### src/rtl/seq_detect_sched.sv
// seq_detect_sched
//   Shares one external bit-serial "1001" detector between NUM_CH requesters.
//   A round-robin arbiter grants one request word. The word is shifted MSB-first
//   into the detector, and the detections seen for it are counted (saturating).
//   The count is then reported together with the channel id.
// Ports
//   clk, reset          clock, synchronous active-high reset
//   req_valid/req_data  per-channel request; channel i at req_data[i*WIDTH +: WIDTH]
//   req_ready           one-hot grant, combinational, handshake in the same cycle
//   det_bit/det_rst     serial bit and synchronous reset driven to the detector
//   det_seen            detector hit, high the cycle after the 4th matching bit
//   res_valid/res_ready result handshake; res_ch/res_count carry the result
//   busy                high whenever the controller is not idle
module seq_detect_sched #(
   parameter int unsigned NUM_CH = 2,
   parameter int unsigned WIDTH  = 16,
   parameter int unsigned CNT_W  = 4,
   localparam int unsigned CH_W  = (NUM_CH > 1) ? $clog2(NUM_CH) : 1
) (
   input  logic                    clk,
   input  logic                    reset,
   input  logic [NUM_CH-1:0]       req_valid,
   input  logic [NUM_CH*WIDTH-1:0] req_data,
   output logic [NUM_CH-1:0]       req_ready,
   output logic                    det_bit,
   output logic                    det_rst,
   input  logic                    det_seen,
   output logic                    res_valid,
   input  logic                    res_ready,
   output logic [CH_W-1:0]         res_ch,
   output logic [CNT_W-1:0]        res_count,
   output logic                    busy
);

   localparam int unsigned BC_W = (WIDTH > 1) ? $clog2(WIDTH) : 1;

   typedef enum logic [2:0] {StIdle, StClear, StShift, StDrain, StReport} state_e;

   state_e            state_q, state_d;
   logic [WIDTH-1:0]  shreg_q, shreg_d;
   logic [BC_W-1:0]   bitcnt_q, bitcnt_d;
   logic [CNT_W-1:0]  count_q, count_d;
   logic [CH_W-1:0]   res_ch_q, res_ch_d;
   logic [CH_W-1:0]   rr_ptr_q, rr_ptr_d;

   logic [CH_W-1:0]   win;
   logic              win_ok;
   logic              grant;
   int unsigned       idx;

   // First valid channel searching upward from rr_ptr, wrapping.
   always_comb begin
      win    = '0;
      win_ok = 1'b0;
      idx    = 0;
      for (int unsigned k = 0; k < NUM_CH; k++) begin
         idx = int'(rr_ptr_q) + k;
         if (idx >= NUM_CH) idx = idx - NUM_CH;
         if (!win_ok && req_valid[idx]) begin
            win_ok = 1'b1;
            win    = CH_W'(idx);
         end
      end
   end

   // No handshake may complete while reset is held.
   assign grant     = (state_q == StIdle) && win_ok && !reset;
   assign req_ready = grant ? (NUM_CH'(1) << win) : '0;

   always_comb begin
      state_d  = state_q;
      shreg_d  = shreg_q;
      bitcnt_d = bitcnt_q;
      count_d  = count_q;
      res_ch_d = res_ch_q;
      rr_ptr_d = rr_ptr_q;

      unique case (state_q)
         StIdle: begin
            if (grant) begin
               shreg_d  = req_data[win*WIDTH +: WIDTH];
               res_ch_d = win;
               rr_ptr_d = (int'(win) == NUM_CH - 1) ? '0 : win + 1'b1;
               count_d  = '0;
               state_d  = StClear;
            end
         end
         StClear: begin
            bitcnt_d = BC_W'(WIDTH - 1);
            state_d  = StShift;
         end
         StShift: begin
            shreg_d  = shreg_q << 1;
            bitcnt_d = bitcnt_q - 1'b1;
            if (bitcnt_q == '0) state_d = StDrain;
         end
         StDrain: begin
            state_d = StReport;
         end
         StReport: begin
            if (res_ready) state_d = StIdle;
         end
         default: state_d = StIdle;
      endcase

      // Saturating hit counter; DRAIN catches the hit for the final bit.
      if ((state_q == StShift || state_q == StDrain) && det_seen && (count_q != '1)) begin
         count_d = count_q + 1'b1;
      end
   end

   always_ff @(posedge clk) begin
      if (reset) begin
         state_q  <= StIdle;
         shreg_q  <= '0;
         bitcnt_q <= '0;
         count_q  <= '0;
         res_ch_q <= '0;
         rr_ptr_q <= '0;
      end else begin
         state_q  <= state_d;
         shreg_q  <= shreg_d;
         bitcnt_q <= bitcnt_d;
         count_q  <= count_d;
         res_ch_q <= res_ch_d;
         rr_ptr_q <= rr_ptr_d;
      end
   end

   assign det_rst   = reset | (state_q == StClear);
   assign det_bit   = (state_q == StShift) ? shreg_q[WIDTH-1] : 1'b0;
   assign res_valid = (state_q == StReport);
   assign res_ch    = res_ch_q;
   assign res_count = count_q;
   assign busy      = (state_q != StIdle);

endmodule

### config.mk
export PLATFORM = sky130hd
export DESIGN_NAME = seq_detect_sched
export DESIGN_NICKNAME = d
export VERILOG_FILES = /design/src/rtl/seq_detect_sched.sv
export SDC_FILE = /design/constraint.sdc
export NUM_CORES = 1
export LEC_CHECK = 0
export ABC_AREA = 1
export BUFFER_PORTS_ARGS = -buffer_cell sky130_fd_sc_hd__buf_2
export CORE_ASPECT_RATIO = 1.2
export CORE_MARGIN = 2
export CORE_UTILIZATION = 56
export DETAILED_ROUTE_END_ITERATION = 6
export PLACE_DENSITY = 0.85
export SLEW_MARGIN = 20
export SYNTH_ARGS = -nofsm -noshare
export SYNTH_HDL_FRONTEND = slang
export SYNTH_SLANG_ARGS = --single-unit
### constraint.sdc
create_clock -name clk -period 2.6 [get_ports clk]
set_clock_uncertainty 0.05 [all_clocks]
set_input_delay 0.39 -clock clk [delete_from_list [all_inputs] [get_ports clk]]
set_output_delay 0.39 -clock clk [all_outputs]
set_load 0.02 [all_outputs]
==> flow_summary.ini <==
[cells_and_area]
syn_to_final_growth_pct = 14.6
stdcell_area_um2 = 1980
nets = 346
antennaDiodeCount = 0
fillers = 312
layout_common_cells = 88 x nand2_1, 52 x nand3_1, 48 x buf_2
drive_above_1_share_pct = 24.5
multiInputGateArea_um2 = 926
mostFrequentLayoutCell = nand2_1
seq_area_um2 = 581

[hold_path]
hp-class = input port to flip-flop
worstHoldStart = res_ready
hold_path_depth = 4
min_delay_worst_endpoint = state_q[2]$_SDFFE_PP0P_

[logic_synthesis]
syn_area_per_cell_um2 = 6.60
synth-edff-count = 0
ys_seq_area_share_pct = 33.6
yosys_warnings = 0
synth_nets = 302
ys_seq_elements = 29
synth_cell_types = 25
yosys.area.top_type = dfxtp_1
syn_area_um2 = 1730
synthCells = 262
async_flop_share_pct = 0
synthTopCellsByArea = dfxtp_1 34%, nand2_1 19%, nand3_1 15%, inv_1 6.1%, buf_6 3.3%
synthFlopType = dfxtp_1
yosys.area.top_type_share_pct = 33.6

[floorplan]
row_count = 22
fp.dieArea_um2 = 3550
core-area_um2 = 3000
die_h_um = 64.9
die_w_um = 54.7
design.portCount = 49
initial_core_util_pct = 57.6

[timing]
rsz0062_at_grt = false
finalSetupTns_ns = 0
clock.fmax_ghz = 0.514
fin_ws_ns = 0.654
post-route-min-period_ns = 1.95
drv_slew = 0
finalHoldViolations = 0
tightest_slew_ns = 0.383
maxSlewHeadroom_pct = 74.4
fin_crit_sh_pct = 74.9
setup_viol = 0

[clock_network]
cts_setup_buffers = 0
cts-resized-gates = 0
clockBufferDepth = 2
clock-sinks = 29
cts_buffers = 5
cts-root-buf = clkbuf_4
htree_levels = 2
cts_tree = built
hold_buffers = 0
insertion_delay_ns = 0.32
path_clk_slew_ns = 0.08

[detailed_routing]
initialDrtViolationCount = 24
routed_via_density = 5.13
num_vias = 1754
drc = 0
drt-total-wl_um = 3760
route.detailed.wl_per_inst_um = 11.0
antenna_left = 0
drtPass1Iterations = 4

[critical_path]
start_kind = flip-flop
critPathLaunch = state_q[0]$_SDFFE_PP0P_
cpMaxStageDelayCell = dfxtp_1
worstReg2RegEnd = bitcnt_q[2]$_SDFFE_PP0P_
reg2regPathDepth = 6
crit_chain = nor2_4 > nand2_4 > inv_2 > nand2_4 > nor2_1 > buf_2
rrSetupSlack_ns = 1.03
cp.required_ns = 2.16
r2r_start = state_q[2]$_SDFFE_PP0P_
end_kind = output pin
worstSetupPathType = flip-flop to output pin
cpMostUsedCell = nand2_4
cp.arrival_ns = 1.51
critical_path.top_delay_family = simple AND/OR/NAND/NOR gates
path_buf_inv = 2
max_stage_delay_ns = 0.37
cp_max_fo = 23

[grt]
grt_pass1_wl_um = 6060
grt_overflow_total = 0
antenna_found_initial = 0
grt_pass1_vias = 1435
grt_usage_pct = 23.5
grt_max_degree = 25

[power]
p_comb_share_pct = 35.8
p_sw_uw = 486
powerDensity_nw_per_um2 = 650
p_sw_share_pct = 37.7
power.share.clock_pct = 21.0
p_int_uw = 802
irDropWorstVdd_uv = 527
leakage_nw = 1.09
fin_total_pwr_mw = 1.29
power_frac_seq_pct = 43.2

[place]
dpl.hpwl_um = 2680
placement.setup.worst_slack_ns = 0.752
place_congestion = 0.776
port_buffers = 48
place_area_um2 = 1930

[run_status]
status = complete, no violations

[run]
maxCapViolCount = 0
==> synthesized netlist by cell type (2+ instances only) <==
library cell  number
nor2_4             3
nor2_1             8
o21ai_0            7
inv_1             28
nand3_2            3
nor3_1             5
nand2_4            3
nand3_1           52
buf_6              5
a21oi_1            9
ha_1               2
nand2_1           88
buf_4              3
inv_2              4
buf_2              4
dfxtp_1           29
==> metrics by stage <==
stage | hold WS, ns | utilization [%] | cells
floorplan | 0.406 | - | 262
global placement | 0.426 | 64.2 | 335
detailed placement | 0.424 | 64.2 | 335
finish | 0.300 | 66.1 | 342
global route | 0.362 | 66.1 | 342
CTS | 0.293 | 66.1 | 342
==> worst max-delay path by stage <==
stage,end,cells after the start
6_report,req_ready[1],6
5_1_grt,req_ready[1],6
4_1_cts,req_ready[1],6
3_5_place_dp,req_ready[1],6
3_3_place_gp,req_ready[1],6
2_1_floorplan,req_ready[0],6
==> power groups by stage <==
stage / Clock, mW / Sequential, mW / Combinational, mW
after floorplan: 0 / 0.564 / 0.382
after global placement: 0 / 0.565 / 0.456
after detailed placement: 0 / 0.567 / 0.462
after CTS: 0.278 / 0.557 / 0.464
after global routing: 0.298 / 0.566 / 0.525
final: 0.270 / 0.557 / 0.461
==> sequential cells by signal, summed over array words and instances, names as in the netlist <==
signal and cells:
shreg_q 16, bitcnt_q 4, state_q 3, rr_ptr_q 1, res_count 4, res_ch 1
==> cell type report <==
class | count | share of cell area, %
Sequential cell | 29 | 29.3
Inverter | 32 | 6.06
Clock buffer | 7 | 2.78
Timing Repair Buffer | 50 | 12.9
Multi-Input combinational cell | 188 | 46.7
Tap cell | 36 | 2.27
==> routing by layer <==
layer	vias up	routed length (um)	track usage, %
met4	0	60	10.3
met2	37	1860	39.7
li1	918	-	-
met3	5	152	4.15
met1	794	1690	27.7
met5	-	0	0
==> worst min-delay path, stage by stage <==
cell	delay, ns
buf_2	0.07
inv_1	0.03
nand2_1	0.07
a21oi_1	0.06
==> cell families (layout without fill, tap and decap cells) <==
group / Yosys count / after routing / share of synthesized area (%)
buffers and inverters: 45 / 89 / 12.9
flip-flops: 29 / 29 / 33.6
XOR/XNOR: 1 / 1 / 0.507
AO/OA/AOI/OAI: 20 / 20 / 6.73
adder cells (fa/ha/maj): 2 / 2 / 1.45
AND/OR/NAND/NOR: 165 / 165 / 44.9
Power figures use the tool's default switching activity.
